`config.mk`:
```
export PLATFORM = sky130hd
export DESIGN_NAME = ov7670_dvp_emulator_flat
export DESIGN_NICKNAME = d
export VERILOG_FILES = /design/src/rtl/ov7670_dvp_emulator_if.sv /design/src/rtl/ov7670_dvp_emulator.sv /design/src/flat_wrapper.sv
export SDC_FILE = /design/constraint.sdc
export NUM_CORES = 1
export LEC_CHECK = 0
export BUFFER_PORTS_ARGS = -buffer_cell sky130_fd_sc_hd__clkbuf_2
export CAP_MARGIN = 10
export CORE_ASPECT_RATIO = 0.7
export CORE_MARGIN = 1
export CORE_UTILIZATION = 47
export CTS_CLUSTER_SIZE = 25
export DETAILED_ROUTE_END_ITERATION = 6
export PLACE_DENSITY = 0.7
export SYNTH_ARGS = -nofsm -noshare
export SYNTH_HDL_FRONTEND = slang
export SYNTH_SLANG_ARGS = --single-unit
```
`constraint.sdc`:
```
create_clock -name pclk -period 2.2 [get_ports pclk]
set_input_delay 0.11 -clock pclk [delete_from_list [all_inputs] [get_ports pclk]]
set_output_delay 0.11 -clock pclk [all_outputs]
set_load 0.03 [all_outputs]
```
`src/rtl/ov7670_dvp_emulator_if.sv`:
```
// DVP emulator bus bundle: the frame-buffer read port plus the OV7670-style
// byte bus. The emulator is the master. The slave side supplies rd_data and
// consumes vsync/href/d, typically a frame buffer plus the capture block.
//   rd_addr  linear pixel index of the read
//   rd_en    one-pclk read strobe
//   rd_data  {R,G,B} RGB444, valid exactly one pclk after rd_en
//   vsync    high during the vsync lines
//   href     high while d carries active bytes
//   d        pixel byte, zero whenever href is low
interface ov7670_dvp_emulator_if #(
  parameter int ADDR_W = 19
);
  logic [ADDR_W-1:0] rd_addr;
  logic              rd_en;
  logic [11:0]       rd_data;
  logic              vsync;
  logic              href;
  logic [7:0]        d;

  modport master (output rd_addr, rd_en, vsync, href, d, input rd_data);
  modport slave  (input rd_addr, rd_en, vsync, href, d, output rd_data);
endinterface

```
`src/rtl/ov7670_dvp_emulator.sv`:
```
// OV7670 DVP transmit emulator. Replays RGB444 pixels from a frame buffer as an
// RGB565 byte stream with OV7670 frame timing. It is used for camera-less
// loopback of the capture path.
//   pclk        pixel clock, rising edge
//   rst         synchronous active-high reset, aborts any frame in flight
//   en          level; a frame starts from IDLE while en=1, and back-to-back
//               frames continue while en stays high at the end of each frame
//   frame_done  one-cycle pulse on the last cycle of the last front-porch line
//   bus         master side of ov7670_dvp_emulator_if
// All outputs are registered. The output for line cycle h is produced from the
// counter value h, so the outputs lag the timebase by exactly one cycle.
module ov7670_dvp_emulator #(
  parameter int H_ACTIVE = 640,
  parameter int V_ACTIVE = 480,
  parameter int H_BLANK  = 144,
  parameter int V_SYNC   = 3,
  parameter int V_BP     = 17,
  parameter int V_FP     = 10,
  parameter int ADDR_W   = 19
) (
  input  logic pclk,
  input  logic rst,
  input  logic en,
  output logic frame_done,
  ov7670_dvp_emulator_if.master bus
);
  localparam int LINE  = 2*H_ACTIVE + H_BLANK;
  localparam int VM1   = (V_SYNC > V_BP) ? V_SYNC : V_BP;
  localparam int VM2   = (V_ACTIVE > V_FP) ? V_ACTIVE : V_FP;
  localparam int V_MAX = (VM1 > VM2) ? VM1 : VM2;
  localparam int H_W   = $clog2(LINE);
  localparam int V_W   = $clog2(V_MAX + 1);

  localparam logic [H_W-1:0] H_END    = H_W'(LINE - 1);
  localparam logic [H_W-1:0] H_PRE    = H_W'(LINE - 2);
  localparam logic [H_W-1:0] H_ACT    = H_W'(2*H_ACTIVE);
  localparam logic [H_W-1:0] H_RD_END = H_W'(2*H_ACTIVE - 2);

  typedef enum logic [2:0] {IDLE, VSYNC, VBP, ACTIVE, VFP} state_t;

  state_t            state, nxt_state;
  logic [H_W-1:0]    h_cnt;
  logic [V_W-1:0]    v_cnt, v_last;
  logic [ADDR_W-1:0] pix;
  logic [7:0]        hold_b1;
  logic              line_end, seg_end, in_href, next_act, do_rd;
  logic [7:0]        b0, b1;

  // Segment length and successor for the current state.
  always_comb begin
    v_last    = '0;
    nxt_state = IDLE;
    unique case (state)
      VSYNC:   begin v_last = V_W'(V_SYNC - 1);   nxt_state = VBP;    end
      VBP:     begin v_last = V_W'(V_BP - 1);     nxt_state = ACTIVE; end
      ACTIVE:  begin v_last = V_W'(V_ACTIVE - 1); nxt_state = VFP;    end
      VFP:     begin v_last = V_W'(V_FP - 1);     nxt_state = en ? VSYNC : IDLE; end
      default: begin v_last = '0;                 nxt_state = en ? VSYNC : IDLE; end
    endcase
  end

  assign line_end = (h_cnt == H_END);
  assign seg_end  = (v_cnt == v_last);
  assign in_href  = (state == ACTIVE) && (h_cnt < H_ACT);
  // The line after this one carries pixels.
  assign next_act = ((state == VBP) && seg_end) || ((state == ACTIVE) && !seg_end);

  // A pixel is fetched two cycles ahead of its byte0. Pixel k of a line is
  // read at line cycle 2k-2. Pixel 0 is therefore read at cycle LINE-2 of the
  // preceding line. For the first active line, that read falls in the tail of
  // the last back-porch line. This requires H_BLANK >= 2.
  assign do_rd = ((state == ACTIVE) && !h_cnt[0] && (h_cnt < H_RD_END)) ||
                 ((h_cnt == H_PRE) && next_act);

  // RGB444 -> RGB565 with MSB replication, split into the two bus bytes:
  //   byte0 = {R,R[3],G[3:1]}   byte1 = {G[0],G[3:2],B,B[3]}
  assign b0 = {bus.rd_data[11:8], bus.rd_data[11], bus.rd_data[7:5]};
  assign b1 = {bus.rd_data[4], bus.rd_data[7:6], bus.rd_data[3:0], bus.rd_data[3]};

  always_ff @(posedge pclk) begin
    if (rst) begin
      state       <= IDLE;
      h_cnt       <= '0;
      v_cnt       <= '0;
      pix         <= '0;
      hold_b1     <= '0;
      frame_done  <= 1'b0;
      bus.vsync   <= 1'b0;
      bus.href    <= 1'b0;
      bus.d       <= '0;
      bus.rd_en   <= 1'b0;
      bus.rd_addr <= '0;
    end else begin
      bus.vsync  <= (state == VSYNC);
      bus.href   <= in_href;
      frame_done <= (state == VFP) && seg_end && line_end;

      // rd_data is valid on even active bytes. Emit byte0 directly and keep
      // the pixel's byte1 for the following cycle.
      if (in_href) begin
        if (!h_cnt[0]) begin
          bus.d   <= b0;
          hold_b1 <= b1;
        end else begin
          bus.d   <= hold_b1;
        end
      end else begin
        bus.d <= 8'h00;
      end

      bus.rd_en <= do_rd;
      if (do_rd) begin
        bus.rd_addr <= pix;
        pix         <= pix + ADDR_W'(1);
      end else if (state == IDLE || state == VSYNC) begin
        pix <= '0;
      end

      if (state == IDLE) begin
        h_cnt <= '0;
        v_cnt <= '0;
        if (en) state <= VSYNC;
      end else if (line_end) begin
        h_cnt <= '0;
        if (seg_end) begin
          v_cnt <= '0;
          state <= nxt_state;
        end else begin
          v_cnt <= v_cnt + V_W'(1);
        end
      end else begin
        h_cnt <= h_cnt + H_W'(1);
      end
    end
  end
endmodule
```
`src/flat_wrapper.sv`:
```
// flat-port wrapper written by rule: the top's interface ports become plain ports
module ov7670_dvp_emulator_flat 
#(
  parameter int H_ACTIVE = 640,
  parameter int V_ACTIVE = 480,
  parameter int H_BLANK  = 144,
  parameter int V_SYNC   = 3,
  parameter int V_BP     = 17,
  parameter int V_FP     = 10,
  parameter int ADDR_W   = 19
)
  (pclk, rst, en, frame_done, bus_rd_addr, bus_rd_en, bus_vsync, bus_href, bus_d, bus_rd_data);
  ov7670_dvp_emulator_if #(.ADDR_W(ADDR_W)) bus_i ();
  input  logic pclk;
  input  logic rst;
  input  logic en;
  output logic frame_done;
  output wire logic [$bits(bus_i.rd_addr)-1:0] bus_rd_addr;
  output wire logic [$bits(bus_i.rd_en)-1:0] bus_rd_en;
  output wire logic [$bits(bus_i.vsync)-1:0] bus_vsync;
  output wire logic [$bits(bus_i.href)-1:0] bus_href;
  output wire logic [$bits(bus_i.d)-1:0] bus_d;
  input wire logic [$bits(bus_i.rd_data)-1:0] bus_rd_data;
  assign bus_rd_addr = bus_i.rd_addr;
  assign bus_rd_en = bus_i.rd_en;
  assign bus_vsync = bus_i.vsync;
  assign bus_href = bus_i.href;
  assign bus_d = bus_i.d;
  assign bus_i.rd_data = bus_rd_data;
  ov7670_dvp_emulator #(.H_ACTIVE(H_ACTIVE), .V_ACTIVE(V_ACTIVE), .H_BLANK(H_BLANK), .V_SYNC(V_SYNC), .V_BP(V_BP), .V_FP(V_FP), .ADDR_W(ADDR_W)) u_core (.pclk(pclk), .rst(rst), .en(en), .frame_done(frame_done), .bus(bus_i));
endmodule
```
; Word level (Yosys, flattened, before mapping)
; Cells that the tools add are included.
[word_totals]
input_bits = 15
reg_bits = 81
elab_cells = 59
[op_classes]
n_eq_ne = 8
muxes = 11
n_bitwise = 2
reduce_logical = 22
n_lt_le_gt_ge = 2
add_sub_neg = 3
[op_table]
columns = operator, count
row1 = 19-bit 2-to-1 mux, 2
row2 = 9-bit one-hot mux with 4 select lines, 1
row3 = 11-bit equality test (second input constant), 2
row4 = 11-bit less-than comparator (second input constant), 2
row5 = 19-bit by 1-bit adder with 19-bit output (second input constant), 1
row6 = 3-bit 2-to-1 mux, 4
row7 = 11-bit by 1-bit adder with 11-bit output (second input constant), 1
row8 = 9-bit by 1-bit adder with 9-bit output (second input constant), 1
row9 = 9-bit equality test, 1
row10 = 9-bit 2-to-1 mux, 1
row11 = 3-bit one-hot mux with 3 select lines, 1
row12 = 1-bit logical AND, 8
row13 = 8-bit 2-to-1 mux, 1
row14 = 3-bit by 2-bit equality test with 1-bit output (second input constant), 2
row15 = 2-bit nonzero test, 3
row16 = 2-bit OR reduction, 2
row17 = 3-bit by 1-bit equality test with 1-bit output (second input constant), 1
row18 = 3-bit equality test (second input constant), 1
row19 = 3-bit logical NOT, 1
row20 = 1-bit logical OR, 3
row21 = 3-bit AND reduction, 1
row22 = 3-bit OR reduction, 1
row23 = 1-bit logical NOT, 2
row24 = 2-bit != test (second input constant), 1
row25 = 3 further kinds, 4

; Logic depth before layout (Yosys ltp)
[depth]
word_depth = 9
ltp_mapped = 10
mapped_depth_nobuf = 8

; Worst setup path before layout
; Ideal clock, no wire load.
[synth_timing]
path_type = reg2reg
from = register u_core.v_cnt[2]
to = register u_core.pix[2]
n_path_buf = 1
stages_incl_launch_ff = 9
setup_slack_ns = 0.031
t_arrival_ns = 2.050
required_time_ns = 2.080
setup_time_ns = 0.120
period_less_slack_ns = 2.169
path_cell_list = dfxtp_1 -> or4_1 -> mux2i_1 -> o2111a_2 -> and2_1 -> o211a_2 -> buf_4 -> nor3_1 -> a211o_1
[synth_between]
elab_chain_len = 7
[synth_lines]
columns = element, line_no
row1 = start: declaration, ov7670_dvp_emulator.sv:43  ; logic [V_W-1:0] v_cnt, v_last;
row2 = start signal: assignment, ov7670_dvp_emulator.sv:129  ; v_cnt <= v_cnt + V_W'(1);
row3 = 9-bit equality test *, ov7670_dvp_emulator.sv:63  ; assign seg_end = (v_cnt == v_last);
row4 = 1-bit logical NOT, ov7670_dvp_emulator.sv:66  ; assign next_act = ((state == VBP) && seg_end) || ((state == ACTIVE) && !seg_end);
row5 = 1-bit logical AND, ov7670_dvp_emulator.sv:66
row6 = 1-bit logical OR *, ov7670_dvp_emulator.sv:66
row7 = 1-bit logical AND *, ov7670_dvp_emulator.sv:73  ; ((h_cnt == H_PRE) && next_act);
row8 = 1-bit logical OR *, ov7670_dvp_emulator.sv:72  ; assign do_rd = ((state == ACTIVE) && !h_cnt[0] && (h_cnt < H_RD_END)) ||
row9 = 19-bit 2-to-1 mux / 2-bit nonzero test (equally long branches), n/a
row10 = end signal: assignment, ov7670_dvp_emulator.sv:114  ; pix <= pix + ADDR_W'(1);
row11 = end: declaration, ov7670_dvp_emulator.sv:44  ; logic [ADDR_W-1:0] pix;
; Every way passes the cells marked *; elsewhere a longest branch is shown, timed or not.
; A chain may end at the register's enable or synchronous reset.

; Final worst setup path
[layout_timing]
from = register u_core.v_cnt[2]
to = register u_core.pix[13]
; The elaborated chain is that of the path after synthesis.

==> reports/results.ini <==
[die]
start_util = 0.5012
core_area_um2 = 6975
rows = 25
die-width_um = 105.1
die_area_um2 = 7792
io_pins = 46
fp.dieH_um = 74.16

[timing]
period_minus_slack_ns = 2.352
setup_viol = 38
slew_headroom = 0.6158
finalHoldViolCount = 0
postLayoutSetupSlackWorst_ns = -0.1517
skew_ns = 0.008525
tightest_slew_ns = 0.5764
rsz0062_at_grt = true
finalMaxSlewViolations = 0
maxClockFrequency_mhz = 425.2
final.period_utilization = 1.069

[cells_and_area]
fin_util = 0.6841
syn2layout_area_growth_pct = 36.51
drive_gt1_frac = 0.3236
fin_nets = 530
antennaDiodeCount = 0
fill_cells = 552
final_cells = 610
layout_commonest_cell = dfxtp_1
fin_area_um2 = 4772
layout_common_cells = 76 x dfxtp_1, 59 x nand2_1, 49 x nor2_1, 46 x clkbuf_2, 42 x buf_4

[routing]
drt-total-wl_um = 8774
routed-via-count = 3285
firstDrtPassIters = 5
viasPerCell = 5.385
drt-initial-drc-count = 118
drcViolationCount = 0
detail-route-antenna-nets = 0
wl_per_cell_um = 14.38

[grt]
globalRouteMet1Util = 0.2893
grt_overflow = 0
grt.busiest_layer = met2
grt_max_degree = 25
met2_usage = 0.3915
antenna_found_initial = 0
grt_pass1_vias = 3059
globalRouteMet3Util = 0.07362
grt_use_total = 0.2331
grt_pass1_wl_um = 14120

[place]
hpwl_um = 5576
dp.cells = 566
post-place-ws_ns = -0.2014
portBuffers = 45
postPlaceCellArea_um2 = 4011
place.gp.congestion = 0.7880

[power]
ir_worst_vdd_uv = 741.0
p_total_mw = 2.934
power_density_nw_per_um2 = 614.9
p_leak_nw = 1.934

[setup_path]
critPathMaxFanout = 6
worstSetupPathType = flop to flop
max_stage_delay_ns = 0.53
crit_slowest_cell = or4_4
path_cells = or4_4 > mux2i_2 > o2111a_2 > and2_4 > buf_6 > o211ai_1 > buf_4 > buf_6 > buf_4 > nand2b_4 > o31ai_2
required_ns = 2.44
crit_path_end_kind = flop
setup.worst_path.start_class = flop
worstPathArrival_ns = 2.60

[clock_tree]
clk_latency_ns = 0.36
clkSlewWorstSetupHoldPaths_ns = 0.08
clk_path_buf_depth = 2
root_buffer = clkbuf_8
cts_made_buffers = 9
cts_tree = done
clock_sinks = 80
h-tree-depth = 3

[logic_synthesis]
netlist_instances = 409
synth_nets = 428
yosys_warnings = 0
syn_area_um2 = 3496
synth_cell_types = 45
synth.avg_cell_area_um2 = 8.547
yosysSeqAreaShare = 0.4581
ys_ff_latch = 80

[job]
cap_violations = 0

[run_status]
status = finished with violations
violations = setup timing

[hold_path]
min_path_type = input port to flop

## through the flow
stage	hold WS (ns)	setup TNS, ns
after floorplan	0.2539	0
after global placement	0.3418	-0.1690
after detailed placement	0.3536	-2.977
after CTS	0.001957	-1.125
after global routing	0.01496	-6.604
final	0.01471	-2.753
## logic make-up after synthesis
kind of cell             synth area share
AO/OA/AOI/OAI                      0.1059
XOR/XNOR                          0.04760
adder cells (fa/ha/maj)           0.01432
buffers and inverters             0.03865
flip-flops                         0.4581
multiplexers                      0.04867
AND/OR/NAND/NOR                    0.2867
## sequential cells by signal, indices dropped and copies added (netlist names)
signal / cells
u_core.hold_b1: 7
u_core.bus.rd_en: 1
u_core.bus.rd_addr: 19
u_core.bus.d: 8
u_core.v_cnt: 9
u_core.frame_done: 1
u_core.pix: 19
u_core.state: 3
u_core.bus.vsync: 1
u_core.bus.href: 1
u_core.h_cnt: 11
## layer usage
| layer | vias up | part of all wire |
|---|---|---|
| met5 | - | 0 |
| met4 | 0 | 0.016 |
| met3 | 13 | 0.049 |
| met2 | 78 | 0.45 |
| met1 | 1563 | 0.48 |
| li1 | 1631 | - |
## power by group
| part | internal (mW) | switching (mW) | total (mW) |
|---|---|---|---|
| clock network | 0.813 | 0.534 | 1.35 |
| logic | 0.0683 | 0.0650 | 0.133 |
| registers | 1.45 | 0.00522 | 1.45 |
## synth_stat cells
library cell,count,area share
a211o_1,2,0.0050
a211oi_1,2,0.0043
a21oi_1,31,0.044
a222oi_1,1,0.0029
a31oi_1,2,0.0036
a41o_1,2,0.0057
and2_1,4,0.0072
and3_1,15,0.027
and3b_1,1,0.0025
and4_1,1,0.0025
and4b_1,1,0.0029
and4bb_2,1,0.0036
buf_2,6,0.0086
buf_4,3,0.0064
buf_6,2,0.0064
clkbuf_1,8,0.0086
dfxtp_1,80,0.46
ha_1,4,0.014
inv_1,8,0.0086
mux2i_1,17,0.049
nand2_1,65,0.070
nand2b_1,3,0.0054
nand3_1,14,0.020
nand3_2,1,0.0029
nand3b_1,5,0.011
nand4_1,12,0.021
nand4b_1,2,0.0050
nor2_1,49,0.053
nor2b_1,2,0.0036
nor3_1,2,0.0029
nor3b_1,4,0.0086
nor4b_1,4,0.010
o2111a_2,1,0.0036
o211a_2,1,0.0029
o211ai_1,3,0.0064
o21ai_0,9,0.013
o21ai_1,1,0.0014
o22ai_1,1,0.0018
o31ai_1,4,0.0086
o32ai_1,1,0.0025
or2_2,8,0.014
or3_1,3,0.0054
or4_1,4,0.0086
xnor2_1,10,0.025
xor2_1,9,0.023
## area by class of cell
cell class,instances,area (um^2),area share
Inverter,8,30.03,0.006293
Clock inverter,5,102.6,0.02150
Clock buffer,11,151.4,0.03173
Multi-Input combinational cell,303,1983,0.4156
Tap cell,94,117.6,0.02465
Timing Repair Buffer,109,773.2,0.1620
Sequential cell,80,1614,0.3382
## path summary, 6_finish.rpt
kind	to	from	slack (ns)	depth (start not counted)
worst max-delay path	u_core.pix[13]$_SDFFE_PP0P_	u_core.v_cnt[2]$_SDFFE_PP0P_	-0.15	11
worst min-delay path	u_core.hold_b1[4]$_SDFFE_PP0P_	bus_rd_data[3]	0.01	3
worst max register to register	u_core.pix[13]$_SDFFE_PP0P_	u_core.v_cnt[2]$_SDFFE_PP0P_	-0.15	11
worst min register to register	u_core.bus.rd_addr[17]$_SDFFE_PP0P_	u_core.bus.rd_addr[17]$_SDFFE_PP0P_	0.46	2
## worst max-delay path: cells and delay by family (launching register included)
family,cells,cell delay (ns)
compound gates,3,0.40
buf+inv,4,0.54
flops,1,0.32
mux,1,0.19
simple gates,3,0.77
## repair_timing
action	4_1_cts	5_1_grt
hold buffers	11	0
gates resized for setup	28	42
setup buffers	9	5
setup endpoints to repair	40	50
pin swaps	9	15
gates cloned	5	0
hold endpoints to repair	12	0
Power figures use the tool's default switching activity.
